## config.mk

```make
export PLATFORM = sky130hd
export DESIGN_NAME = dmem_arbiter
export DESIGN_NICKNAME = d
export VERILOG_FILES = /design/src/rtl/dmem_arbiter.sv
export SDC_FILE = /design/constraint.sdc
export NUM_CORES = 1
export LEC_CHECK = 0
export CAP_MARGIN = 5
export CORE_MARGIN = 1.5
export CORE_UTILIZATION = 42
export CTS_CLUSTER_SIZE = 16
export DETAILED_ROUTE_END_ITERATION = 10
export GPL_ROUTABILITY_DRIVEN = 0
export PLACE_DENSITY = 0.83
export SYNTH_ARGS = -nofsm -noshare
export SYNTH_HDL_FRONTEND = slang
export SYNTH_SLANG_ARGS = --single-unit
export TNS_END_PERCENT = 20
```

## constraint.sdc

```tcl
create_clock -name clk -period 3.73 [get_ports clk]
set_input_delay 1.119 -clock clk [delete_from_list [all_inputs] [get_ports clk]]
set_output_delay 1.119 -clock clk [all_outputs]
set_load 0.01 [all_outputs]
```

## src/rtl/dmem_arbiter.sv

```systemverilog
// Round-robin arbiter sharing a single-port data memory between the CPU (port 0) and a
// debug/loader port (port 1). Each access runs IDLE -> ISSUE -> WAIT -> DONE; all outputs registered.
module dmem_arbiter #(
    parameter int unsigned DW      = 32,
    parameter int unsigned AW      = 32,
    parameter int unsigned MEM_AW  = 10,
    parameter int unsigned MEM_LAT = 1
) (
    input  logic              clk,
    input  logic              rst,
    input  logic              req0,
    input  logic              we0,
    input  logic [AW-1:0]     addr0,
    input  logic [DW-1:0]     wdata0,
    output logic              ready0,
    output logic [DW-1:0]     rdata0,
    input  logic              req1,
    input  logic              we1,
    input  logic [AW-1:0]     addr1,
    input  logic [DW-1:0]     wdata1,
    output logic              ready1,
    output logic [DW-1:0]     rdata1,
    output logic [1:0]        grant,
    output logic              busy,
    output logic              mem_en,
    output logic              mem_we,
    output logic [MEM_AW-1:0] mem_addr,
    output logic [DW-1:0]     mem_wdata,
    input  logic [DW-1:0]     mem_rdata
);

    typedef enum logic [1:0] {StIdle, StIssue, StWait, StDone} state_e;

    state_e            state_q, state_d;
    logic [3:0]        cnt_q, cnt_d;
    logic              last_q, last_d;  // 1 when port 1 held the most recent grant
    logic              sel_q, sel_d;    // port owning the current access
    logic [1:0]        grant_d;
    logic              busy_d, ready0_d, ready1_d, mem_en_d, mem_we_d;
    logic [MEM_AW-1:0] mem_addr_d;
    logic [DW-1:0]     mem_wdata_d, rdata0_d, rdata1_d;

    // Byte-offset and upper address bits play no part in the word index.
    logic unused_addr;
    assign unused_addr = ^{addr0[AW-1:MEM_AW+2], addr0[1:0], addr1[AW-1:MEM_AW+2], addr1[1:0]};

    always_comb begin
        state_d     = state_q;
        cnt_d       = cnt_q;
        last_d      = last_q;
        sel_d       = sel_q;
        grant_d     = grant;
        ready0_d    = 1'b0;
        ready1_d    = 1'b0;
        mem_en_d    = 1'b0;
        mem_we_d    = 1'b0;
        mem_addr_d  = mem_addr;
        mem_wdata_d = mem_wdata;
        rdata0_d    = rdata0;
        rdata1_d    = rdata1;

        unique case (state_q)
            StIdle: begin
                if (req0 || req1) begin
                    sel_d       = (req0 && req1) ? ~last_q : req1;
                    last_d      = sel_d;
                    grant_d     = sel_d ? 2'b10 : 2'b01;
                    mem_en_d    = 1'b1;
                    mem_we_d    = sel_d ? we1 : we0;
                    mem_addr_d  = sel_d ? addr1[MEM_AW+1:2] : addr0[MEM_AW+1:2];
                    mem_wdata_d = sel_d ? wdata1 : wdata0;
                    state_d     = StIssue;
                end
            end
            StIssue: begin
                cnt_d   = 4'(MEM_LAT);
                state_d = StWait;
            end
            StWait: begin
                if (cnt_q == 4'd1) begin
                    if (sel_q) begin
                        rdata1_d = mem_rdata;
                        ready1_d = 1'b1;
                    end else begin
                        rdata0_d = mem_rdata;
                        ready0_d = 1'b1;
                    end
                    state_d = StDone;
                end else begin
                    cnt_d = cnt_q - 4'd1;
                end
            end
            StDone: begin
                grant_d = 2'b00;
                state_d = StIdle;
            end
            default: state_d = StIdle;
        endcase

        busy_d = (state_d != StIdle);
    end

    always_ff @(posedge clk or negedge rst) begin
        if (!rst) begin
            state_q   <= StIdle;
            cnt_q     <= 4'd0;
            last_q    <= 1'b1;
            sel_q     <= 1'b0;
            grant     <= 2'b00;
            busy      <= 1'b0;
            ready0    <= 1'b0;
            ready1    <= 1'b0;
            mem_en    <= 1'b0;
            mem_we    <= 1'b0;
            mem_addr  <= '0;
            mem_wdata <= '0;
            rdata0    <= '0;
            rdata1    <= '0;
        end else begin
            state_q   <= state_d;
            cnt_q     <= cnt_d;
            last_q    <= last_d;
            sel_q     <= sel_d;
            grant     <= grant_d;
            busy      <= busy_d;
            ready0    <= ready0_d;
            ready1    <= ready1_d;
            mem_en    <= mem_en_d;
            mem_we    <= mem_we_d;
            mem_addr  <= mem_addr_d;
            mem_wdata <= mem_wdata_d;
            rdata0    <= rdata0_d;
            rdata1    <= rdata1_d;
        end
    end

endmodule

```

==> Flow_metrics.wiki, run 1 <==
{| class="wikitable"
! Metric !! Value
|-
| Startpoint type of the worst setup path || primary input
|-
| Category of cells accounting for the largest share of critical-path delay || buffers and inverters
|-
| GRT overflow || 0
|-
| Horizontal extent of the die || 113 um
|-
| Aggregate routed wire length || 13800 um
|-
| Peak supply drop || 404 uV
|-
| Post-layout minimum cycle time || 2550 ps
|-
| Wire length of the first global-routing pass || 22200 um
|-
| Final cycle utilization of the critical path || 0.683
|-
| Worst EP required || 4060 ps
|-
| Fmax achieved || 0.392 GHz
|-
| Ratio of cells with drive above 1 in the final layout || 0.187
|-
| Vias per cell || 5.27
|-
| Final setup skew || 9.01 ps
|-
| Slack of the critical path || 1180 ps
|-
| Endpoint class of the critical path || flip-flop
|-
| Critical Path, Cell by Cell || clkdlybuf4s50_1 -> a21boi_2 -> buf_4 -> and3_1 -> a221o_1
|-
| Total Die Area || 12800 sq um
|-
| Number of endpoints with negative hold slack in the final report || 0
|-
| Initial Utilization || 0.428
|-
| Internal power summed over all cells || 4.99 mW
|-
| Type of the tightest min-delay check || reg -> reg
|-
| Synthesis Warnings || 0
|-
| P_leak || 3.59 nW
|-
| Routed WL per cell || 18.5 um
|-
| Net count of the mapped netlist || 523
|-
| Count of fill cells added during filler insertion || 837
|-
| CTS Root Buffer Type || sky130_fd_sc_hd__clkbuf_16
|-
| Arrival time at the worst endpoint || 2880 ps
|-
| Worst-path fanout max || 39
|-
| WHS Path Cells || 1
|-
| Instance area at placement || 7520 sq um
|-
| First drt pass iteration count || 4
|-
| Number of buffers inserted by post-CTS setup repair || 0
|-
| Post-synthesis cell type count || 39
|-
| Final Max Slew Viols || 0
|-
| Cts-stage hold buffer count || 0
|-
| Area of the mapped netlist || 5100 sq um
|-
| Clock latency on the worst-skew pair || 400 ps
|-
| Pin count of the biggest net entering global routing || 53
|-
| Tightest Pin Transition || 803 ps
|-
| Run status || completed
|-
| Power per cell area || 898 nW/um^2
|-
| Number of primary I/O pins || 279
|-
| Worst slack, placed || 786 ps
|-
| Number of clock sinks || 121
|-
| Antenna violations before repair || 0
|-
| Number of max-capacitance violations reported || 0
|-
| Clock-pin slew reported for the worst setup and hold paths after clock tree synthesis || 50 ps
|-
| Cells after Synth || 351
|-
| Reported net switching power || 2.29 mW
|-
| Count of H-tree levels built during CTS || 4
|-
| Post-DP HPWL || 10000 um
|-
| Die Ht || 113 um
|-
| Global Route Usage Sum || 0.224
|-
| Final-report setup violation count || 0
|-
| Final Cell Area || 8100 sq um
|-
| Synthesized area divided by synthesized cell count || 14.5 sq um
|-
| Crit path buffers/inverters || 2
|-
| Crit Path Class || in -> reg
|-
| Sequential cell area fraction in the yosys report || 0.594
|-
| DRC violations left || 0
|-
| Logic pwr share || 0.458
|-
| Master of the slowest instance on the critical path || sky130_fd_sc_hd__clkdlybuf4s50_1
|-
| Post-CTS Resized || 0
|-
| DR vias || 3929
|-
| Standard-cell rows || 40
|-
| Number of logic stages on the critical path including buffering || 5
|-
| Number of global-route vias before repair || 4233
|-
| Antenna diode instance count || 0
|-
| Highest cell delay on the worst timing path || 580 ps
|-
| Iteration-0 DRC count of the detailed router || 195
|-
| Post-Route Setup TNS || 0 ps
|-
| Switching share of total power || 0.314
|-
| Share of power burned in the clock network || 0.216
|-
| Clock buffers created by TritonCTS || 17
|-
| Total instance count after detailed placement || 714
|-
| Area delta synth->final || 58.8%
|-
| Flip-flop and latch count after synthesis || 121
|-
| Placeable core region || 11900 sq um
|-
| Number of nets in the layout || 758
|-
| Number of non-filler instances in the completed layout || 746
|-
| Count of input and output buffers || 234
|-
| Seq pwr share || 0.326
|-
| CTS tree || done
|-
| R2r worst-path depth || 6
|-
| Worst slew margin || 0.462
|-
| Maximum buffer depth of the clock tree || 2
|-
| RSZ-0062 raised after global routing || false
|-
| Antenna Nets Post-Route || 0
|-
| Total design power || 7.28 mW
|}
## sequential cells by signal (all words and copies together), names as in the netlist
register / cells
mem_wdata: 32
rdata0: 32
rdata1: 32
mem_addr: 10
cnt_q: 4
grant: 2
state_q: 2
busy: 1
last_q: 1
mem_en: 1
mem_we: 1
ready0: 1
ready1: 1
sel_q: 1
## layer usage
metal / up-vias / track usage / routed length, um
met1: 1931 / 0.267 / 5640
met2: 193 / 0.366 / 6600
met4: 0 / 0.0892 / 317
li1: 1782 / - / -
met5: - / 0 / 0
met3: 23 / 0.0900 / 1260
## power groups by stage
stage	sequential [mW]	combinational (mW)	clock (mW)
after floorplan	2.61	1.46	0
after CTS	2.37	3.37	1.61
after detailed placement	2.38	3.35	0
final	2.37	3.33	1.58
after global placement	2.34	3.26	0
after global routing	2.45	3.57	1.67
## synth_stat cells, drive strengths merged
library cell | count | area [sq um]
nand2 | 2 | 10.0
clkbuf | 16 | 60.1
nand2b | 2 | 12.5
nand3 | 1 | 5.00
mux2i | 3 | 30.0
ha | 6 | 75.1
a21oi | 8 | 40.0
nor3b | 1 | 7.51
inv | 9 | 33.8
dfrtp | 120 | 3000
buf | 9 | 118
a221oi | 1 | 8.76
a21o | 2 | 15.0
or4 | 1 | 7.51
nor4b | 1 | 8.76
and2 | 1 | 6.26
or3 | 1 | 6.26
o31a | 1 | 8.76
mux2 | 64 | 830
nor2b | 2 | 20.0
a221o | 40 | 400
dfstp | 1 | 26.3
xnor2 | 1 | 8.76
and3 | 40 | 250
and4bb | 1 | 16.3
nor2 | 6 | 22.5
a21boi | 1 | 11.3
or2 | 1 | 6.26
o32a | 1 | 10.0
nor3 | 1 | 5.00
o21ai | 7 | 38.8
## per-stage QoR
stage,hold WS [ps],utilization
global route,513,0.680
global placement,487,0.632
finish,501,0.680
CTS,505,0.680
detailed placement,492,0.632
floorplan,508,-
## final timing paths
check                           slack, ps                  endpoint              startpoint
worst min-delay path                  500    rdata1[29]$_DFFE_PN0P_  rdata1[29]$_DFFE_PN0P_
worst max register to register       1200    rdata0[29]$_DFFE_PN0P_    state_q[0]$_DFF_PN0_
worst max-delay path                 1180  mem_wdata[9]$_DFFE_PN0P_                    req1
worst min register to register        500    rdata1[29]$_DFFE_PN0P_  rdata1[29]$_DFFE_PN0P_
min in group asynchronous             740    rdata0[15]$_DFFE_PN0P_                     rst
max in group asynchronous            2190        last_q$_DFFE_PN1P_                     rst
## cell type report
| cell class | count | area (sq um) | area share |
|---|---|---|---|
| clock buffer | 20 | 467 | 0.0576 |
| clock inverter | 12 | 113 | 0.0139 |
| inverter | 9 | 33.8 | 0.00417 |
| multi-input combinational | 196 | 1870 | 0.231 |
| sequential | 121 | 3030 | 0.374 |
| tap | 147 | 184 | 0.0227 |
| timing repair buffer | 241 | 2400 | 0.297 |
## layout by cell type (no fill, tap or decap), drive strengths merged, types with 2 or more instances in the layout
cell,Yosys,layout
clkinvlp,0,5
clkinv,0,2
and3,40,40
buf,9,8
nand2b,2,2
mux2,64,64
dfrtp,120,120
mux2i,3,3
a21o,2,2
nand2,2,2
nor2,6,6
a221o,40,40
a21oi,8,8
nor2b,2,2
o21ai,7,7
clkbuf,16,20
clkdlybuf4s50,0,233
inv,9,13
ha,6,6
## kinds of logic (layout without fill, tap and decap cells)
group                    count (synthesis)  after routing  share of synthesized area
AND/OR/NAND/NOR                         61             61                     0.0753
XOR/XNOR                                 1              1                    0.00172
buffers and inverters                   34            282                     0.0415
adder cells (fa/ha/maj)                  6              6                     0.0147
flip-flops                             121            121                      0.594
multiplexers                            67             67                      0.169
AO/OA/AOI/OAI                           61             61                      0.104
No activity file was read; power rests on OpenSTA's default activity.
==> inputs of run 2 (changes only) <==
--- a/config.mk
+++ b/config.mk
@@ -7,11 +7,11 @@
 export LEC_CHECK = 0
 export CAP_MARGIN = 5
 export CORE_MARGIN = 1.5
-export CORE_UTILIZATION = 42
+export CORE_UTILIZATION = 39
 export CTS_CLUSTER_SIZE = 16
 export DETAILED_ROUTE_END_ITERATION = 10
 export GPL_ROUTABILITY_DRIVEN = 0
-export PLACE_DENSITY = 0.83
+export PLACE_DENSITY = 0.78
 export SYNTH_ARGS = -nofsm -noshare
 export SYNTH_HDL_FRONTEND = slang
 export SYNTH_SLANG_ARGS = --single-unit
==> constraint.sdc (replaced) <==
create_clock -name clk -period 2.5 [get_ports clk]
set_input_delay 0.75 -clock clk [delete_from_list [all_inputs] [get_ports clk]]
set_output_delay 0.75 -clock clk [all_outputs]
set_load 0.01 [all_outputs]
==> run 2 against run 1 <==
  * Die area increased by 7.5%
  * Via count fell by 0.18%
  * Register-to-register slack lost 780 ps
  * Power increased by 52%
  * Sequential cell count unchanged
  * First-iteration DRC count increased by 19%
  * Clock skew is 2.8 ps lower
  * Global-route usage is 1.5 points lower
  * Critical endpoint is now grant[0]
==> Flow_metrics.wiki, run 2 (same netlist as run 1, synthesis figures left out) <==
{| class="wikitable"
! Metric !! Value
|-
| Number of endpoints with negative hold slack in the final report || 0 (unchanged)
|-
| Total Die Area || 13800 sq um (+7.5%)
|-
| Placeable core region || 12700 sq um (+6.4%)
|-
| Power per cell area || 1350 nW/um^2 (+50%)
|-
| Total design power || 11.1 mW (+52%)
|-
| DRC violations left || 0 (unchanged)
|-
| Run status || completed
|-
| Post-Route Setup TNS || 0 ps (unchanged)
|-
| Final hold slack || 354 ps (-146 ps)
|-
| Logic pwr share || 0.460 (+0.002)
|-
| Final cycle utilization of the critical path || 0.846
|-
| Aggregate routed wire length || 14000 um (+1.1%)
|-
| Internal power summed over all cells || 7.66 mW (+54%)
|-
| Crit path launch || grant[0]$_DFFE_PN0P_
|-
| Horizontal extent of the die || 117 um (+3.7%)
|-
| Switching share of total power || 0.309 (-0.00528)
|-
| Worst EP required || 1750 ps (-2310 ps)
|-
| Final Max Slew Viols || 0 (unchanged)
|-
| Cts-stage hold buffer count || 0 (unchanged)
|-
| Number of non-filler instances in the completed layout || 773 (+3.6%)
|-
| Area delta synth->final || 61.6%
|-
| Number of max-capacitance violations reported || 0 (unchanged)
|-
| Count of fill cells added during filler insertion || 925 (+11%)
|-
| Number of logic stages on the critical path including buffering || 1 (-4)
|-
| Number of buffers inserted by post-CTS setup repair || 0 (unchanged)
|-
| Vias per cell || 5.07 (-3.7%)
|-
| Number of primary I/O pins || 279 (unchanged)
|-
| Ratio of cells with drive above 1 in the final layout || 0.190 (+0.00271)
|-
| Arrival time at the worst endpoint || 1360 ps (-1520 ps)
|-
| Launching point of the worst reg2reg path || state_q[0]$_DFF_PN0_
|-
| Antenna Nets Post-Route || 0 (unchanged)
|-
| Routed WL per cell || 18.1 um (-2.4%)
|-
| CTS Root Buffer Type || sky130_fd_sc_hd__clkbuf_16
|-
| RSZ-0062 raised after global routing || false
|-
| Worst R2R Setup Slack || 420 ps (-780 ps)
|-
| CTS tree || done
|-
| Registers with the most flip-flops || mem_wdata (32), rdata0 (32), rdata1 (32)
|-
| Top library cells by usage in the layout, fill and taps aside || sky130_fd_sc_hd__clkdlybuf4s50_1, sky130_fd_sc_hd__dfrtp_1, sky130_fd_sc_hd__and3_1, sky130_fd_sc_hd__a221o_1, sky130_fd_sc_hd__mux2_2
|-
| Count of input and output buffers || 234 (unchanged)
|-
| End of the worst register-to-register path || rdata0[29]$_DFFE_PN0P_
|-
| Iteration-0 DRC count of the detailed router || 232 (+19%)
|-
| Destination of the critical timing path || grant[0]
|-
| Wire length of the first global-routing pass || 22500 um (+1.5%)
|-
| Commonest non-fill, non-tap cell in the layout || sky130_fd_sc_hd__clkdlybuf4s50_1
|-
| Post-layout minimum cycle time || 2110 ps
|-
| Final setup skew || 6.18 ps (-2.82 ps)
|-
| Seq pwr share || 0.318 (-0.008)
|-
| Post-DP HPWL || 9600 um (-4.1%)
|-
| Pin count of the biggest net entering global routing || 46 (-13%)
|-
| Global Route Usage Sum || 0.210 (-0.0147)
|-
| First drt pass iteration count || 5 (+1)
|-
| Initial Utilization || 0.403 (-0.0257)
|-
| Crit Path Class || reg -> out
|-
| Worst slack, placed || 132 ps (-654 ps)
|-
| Count of H-tree levels built during CTS || 4 (unchanged)
|-
| Total instance count after detailed placement || 741 (+3.8%)
|-
| P_leak || 3.64 nW (+1.5%)
|-
| Peak supply drop || 563 uV (+40%)
|-
| Highest cell delay on the worst timing path || 580 ps (about the same)
|-
| Category of cells accounting for the largest share of critical-path delay || buffers and inverters
|-
| Crit path buffers/inverters || 1 (-1)
|-
| GRT overflow || 0 (unchanged)
|-
| Slack of the critical path || 385 ps (-797 ps)
|-
| Startpoint type of the worst setup path || flip-flop
|-
| Instance area at placement || 7630 sq um (+1.4%)
|-
| Endpoint class of the critical path || output port
|-
| Final Cell Area || 8240 sq um (+1.7%)
|-
| Reported net switching power || 3.43 mW (+50%)
|-
| Number of nets in the layout || 760 (+0.26%)
|-
| Number of global-route vias before repair || 4152 (-1.9%)
|-
| Clock buffers created by TritonCTS || 17 (unchanged)
|-
| Worst-path fanout max || 3 (-92%)
|-
| Master of the slowest instance on the critical path || sky130_fd_sc_hd__clkdlybuf4s50_1
|-
| Standard-cell rows || 41 (+2.5%)
|-
| Tightest Pin Transition || 611 ps (-193 ps)
|-
| Type of the tightest min-delay check || in -> async
|-
| Worst slew margin || 0.593 (+0.130)
|-
| Clock latency on the worst-skew pair || 410 ps (about the same)
|-
| R2r worst-path depth || 6 (unchanged)
|-
| Number of clock sinks || 121 (unchanged)
|-
| DR vias || 3922 (-0.18%)
|-
| Final-report setup violation count || 0 (unchanged)
|-
| Clock-pin slew reported for the worst setup and hold paths after clock tree synthesis || 50 ps (about the same)
|-
| Post-CTS Resized || 0 (unchanged)
|-
| Antenna violations before repair || 0 (unchanged)
|-
| Share of power burned in the clock network || 0.222 (+0.006)
|-
| Fmax achieved || 0.473 GHz
|-
| Maximum buffer depth of the clock tree || 2 (unchanged)
|-
| Final core utilization || 0.650 (-0.0298)
|-
| Antenna diode instance count || 0 (unchanged)
|-
| Die Ht || 117 um (+3.7%)
|-
| Critical Path, Cell by Cell || clkdlybuf4s50_1
|}
## run 2: cell types whose count changed in the layout (fill, tap and decap cells not counted), sizes merged
cell	before	now
clkbuf	20	22
buf	8	10
clkinvlp	5	3
clkinv	2	4
bufinv	1	2
inv	13	10
## run 2: worst reg2reg max path, delay by kind of cell, from the launching register on
| family | cells | cell delay [ps] |
|---|---|---|
| fa+ha+maj | 1 | 330 |
| buf+inv | 2 | 370 |
| flops | 1 | 410 |
| simple gates | 2 | 460 |
| mux | 1 | 390 |
## run 2: final cells by class
type / count / area, sq um / share of cell area
well taps: 172 / 215 / 0.0261
flip-flops and latches: 121 / 3030 / 0.368
inverters: 9 / 33.8 / 0.00410
clock inverters: 10 / 115 / 0.0140
clock buffers: 22 / 494 / 0.0600
multi-input cells: 196 / 1870 / 0.227
repair buffers: 243 / 2480 / 0.301
## run 2: power by group through the flow
| stage | combinational, mW | clock [mW] | sequential, mW |
|---|---|---|---|
| after floorplan | 2.18 | 0 | 3.89 |
| after global placement | 4.97 | 0 | 3.48 |
| after detailed placement | 5.09 | 0 | 3.51 |
| after CTS | 5.14 | 2.52 | 3.53 |
| after global routing | 5.41 | 2.62 | 3.64 |
| final | 5.10 | 2.46 | 3.53 |
## run 2: metal layers
metal | track usage | up-vias | share of wire
li1 | - | 1791 | -
met1 | 0.253 | 1915 | 0.42
met2 | 0.336 | 200 | 0.47
met3 | 0.0871 | 16 | 0.098
met4 | 0.0772 | 0 | 0.015
met5 | 0 | - | 0
## run 2: worst min path at each step
stage	from	to	slack, ps	cells after the start
final	rst	rdata0[14]$_DFFE_PN0P_	350	1
after global routing	rst	rdata1[10]$_DFFE_PN0P_	390	1
after CTS	rst	rdata1[16]$_DFFE_PN0P_	350	1
after detailed placement	rdata1[20]$_DFFE_PN0P_	rdata1[20]$_DFFE_PN0P_	490	1
after global placement	rdata1[4]$_DFFE_PN0P_	rdata1[4]$_DFFE_PN0P_	490	1
after floorplan	rst	busy$_DFF_PN0_	450	0
==> inputs of run 3 (changes only) <==
==> constraint.sdc (replaced) <==
create_clock -name clk -period 2 [get_ports clk]
set_input_delay 0.6 -clock clk [delete_from_list [all_inputs] [get_ports clk]]
set_output_delay 0.6 -clock clk [all_outputs]
set_load 0.01 [all_outputs]
==> run 3 against run 2 <==
  * Clock skew hardly changed
  * Die area stayed put
  * Sequential share of layout area is 0.11 points lower
==> Flow_metrics.wiki, run 3 (same netlist as run 1, synthesis figures left out) <==
{| class="wikitable"
! Metric !! Value
|-
| Run status || completed
|-
| Final setup skew || 5.99 ps (-0.196 ps)
|-
| Master of the slowest instance on the critical path || sky130_fd_sc_hd__clkdlybuf4s50_1
|-
| Highest cell delay on the worst timing path || 580 ps (about the same)
|-
| First drt pass iteration count || 4 (-1)
|-
| Wire length of the first global-routing pass || 22600 um (+0.49%)
|-
| Endpoint class of the critical path || output port
|-
| Horizontal extent of the die || 117 um (unchanged)
|-
| Top library cells by usage in the layout, fill and taps aside || sky130_fd_sc_hd__clkdlybuf4s50_1, sky130_fd_sc_hd__dfrtp_1, sky130_fd_sc_hd__and3_1, sky130_fd_sc_hd__a221o_1, sky130_fd_sc_hd__mux2_2
|-
| Number of max-capacitance violations reported || 0 (unchanged)
|-
| Worst slew margin || 0.605 (+0.0124)
|-
| Worst slack, placed || -114 ps (-246 ps)
|-
| Antenna Nets Post-Route || 0 (unchanged)
|-
| Sequential cell area || 3030 sq um (unchanged)
|-
| GRT overflow || 0 (unchanged)
|-
| Area delta synth->final || 62.0%
|-
| Slack of the critical path || 50.0 ps (-335 ps)
|-
| Category of cells accounting for the largest share of critical-path delay || buffers and inverters
|-
| Final core utilization || 0.652 (+0.00188)
|-
| DRC violations left || 0 (unchanged)
|-
| Number of global-route vias before repair || 4217 (+1.6%)
|-
| Critical Path, Cell by Cell || clkdlybuf4s50_1
|-
| Number of buffers inserted by post-CTS setup repair || 0 (unchanged)
|-
| Standard-cell rows || 41 (unchanged)
|-
| Final Max Slew Viols || 0 (unchanged)
|-
| Number of primary I/O pins || 279 (unchanged)
|-
| Number of nets in the layout || 767 (+0.92%)
|-
| Final cycle utilization of the critical path || 0.975
|-
| Placeable core region || 12700 sq um (unchanged)
|-
| Pin count of the biggest net entering global routing || 75 (+63%)
|-
| CTS Root Buffer Type || sky130_fd_sc_hd__clkbuf_16
|-
| CTS tree || done
|-
| Iteration-0 DRC count of the detailed router || 208 (-10%)
|-
| Worst-path fanout max || 2 (-1)
|-
| Crit path buffers/inverters || 1 (unchanged)
|-
| Aggregate routed wire length || 13800 um (-0.94%)
|-
| Arrival time at the worst endpoint || 1350 ps (about the same)
|-
| Fmax achieved || 0.513 GHz
|-
| Routed WL per cell || 17.8 um (-1.8%)
|-
| Initial Utilization || 0.403 (unchanged)
|-
| Antenna diode instance count || 0 (unchanged)
|-
| Total Die Area || 13800 sq um (unchanged)
|-
| Combined area of the multi-input logic cells || 1870 sq um (unchanged)
|-
| Post-DP HPWL || 9810 um (+2.2%)
|-
| Clock buffers created by TritonCTS || 17 (unchanged)
|-
| Power per cell area || 1660 nW/um^2 (+23%)
|-
| Type of the tightest min-delay check || in -> async
|-
| Clock latency on the worst-skew pair || 400 ps (about the same)
|-
| Clock-pin slew reported for the worst setup and hold paths after clock tree synthesis || 60 ps (about the same)
|-
| Number of endpoints with negative hold slack in the final report || 0 (unchanged)
|-
| Die Ht || 117 um (unchanged)
|-
| Tightest Pin Transition || 592 ps (-18.6 ps)
|-
| RSZ-0062 raised after global routing || false
|-
| P_leak || 3.68 nW (+0.91%)
|-
| DR vias || 3951 (+0.74%)
|-
| Post-layout minimum cycle time || 1950 ps
|-
| Number of clock sinks || 121 (unchanged)
|-
| Ratio of cells with drive above 1 in the final layout || 0.199 (+0.00933)
|-
| Final-report setup violation count || 0 (unchanged)
|-
| Registers with the most flip-flops || mem_wdata (32), rdata0 (32), rdata1 (32)
|-
| Post-Route Setup TNS || 0 ps (unchanged)
|-
| Peak supply drop || 733 uV (+30%)
|-
| Worst EP required || 1400 ps (-350 ps)
|-
| Antenna violations before repair || 0 (unchanged)
|-
| Commonest non-fill, non-tap cell in the layout || sky130_fd_sc_hd__clkdlybuf4s50_1
|-
| Maximum buffer depth of the clock tree || 2 (unchanged)
|-
| Global Route Usage Sum || 0.209 (-0.000228)
|-
| Count of input and output buffers || 234 (unchanged)
|-
| Count of H-tree levels built during CTS || 4 (unchanged)
|-
| Count of fill cells added during filler insertion || 934 (+0.97%)
|-
| Crit Path Class || reg -> out
|-
| Vias per cell || 5.07 (-0.16%)
|-
| Startpoint type of the worst setup path || flip-flop
|}
run 3: final timing paths:
check	from	end	slack (ps)	depth (start not counted)
worst min register to register	rdata1[19]$_DFFE_PN0P_	rdata1[19]$_DFFE_PN0P_	500	1
worst max-delay path	rdata0[20]$_DFFE_PN0P_	rdata0[20]	50	1
max in group asynchronous	rst	mem_wdata[30]$_DFFE_PN0P_	1280	2
worst min-delay path	rst	rdata1[13]$_DFFE_PN0P_	210	2
worst max register to register	cnt_q[1]$_DFFE_PN0P_	rdata0[30]$_DFFE_PN0P_	80	6
min in group clk	rdata1[19]$_DFFE_PN0P_	rdata1[19]$_DFFE_PN0P_	500	1
run 3: metrics by stage:
| step | area, sq um | instances | total power, mW | hold slack, ps |
|---|---|---|---|---|
| 2_1_floorplan | 5100 | 351 | 7.59 | 304 |
| 3_3_place_gp | 7680 | 748 | 10.6 | 486 |
| 3_5_place_dp | 7680 | 748 | 10.8 | 491 |
| 4_1_cts | 8260 | 780 | 13.9 | 214 |
| 5_1_grt | 8270 | 780 | 14.5 | 235 |
| 6_report | 8270 | 780 | 13.7 | 211 |
run 3: per-layer routing:
| layer | vias up | part of all wire | global-route usage |
|---|---|---|---|
| li1 | 1803 | - | - |
| met1 | 1936 | 0.42 | 0.264 |
| met2 | 199 | 0.47 | 0.338 |
| met3 | 13 | 0.092 | 0.0749 |
| met4 | 0 | 0.011 | 0.0640 |
| met5 | - | 0 | 0 |
run 3: cell type report:
cell class                      instances  area share
Inverter                                9     0.00409
Clock inverter                         13      0.0145
Multi-Input combinational cell        196       0.226
Timing Repair Buffer                  250       0.308
Clock buffer                           19      0.0548
Tap cell                              172      0.0260
Sequential cell                       121       0.366
run 3: what timing repair did:
item                                    in CTS  in global routing
gates resized for setup                      0                  3
endpoints found under the hold margin        0                  0
hold buffers                                 0                  0
endpoints found under the setup margin       0                  3
run 3: power by group:
part / switching [mW] / leakage (nW) / internal (mW)
sequential: 0.718 / 1.46 / 3.69
combinational: 2.46 / 1.96 / 3.94
clock: 1.14 / 0.264 / 1.78
total: 4.32 / 3.68 / 9.40
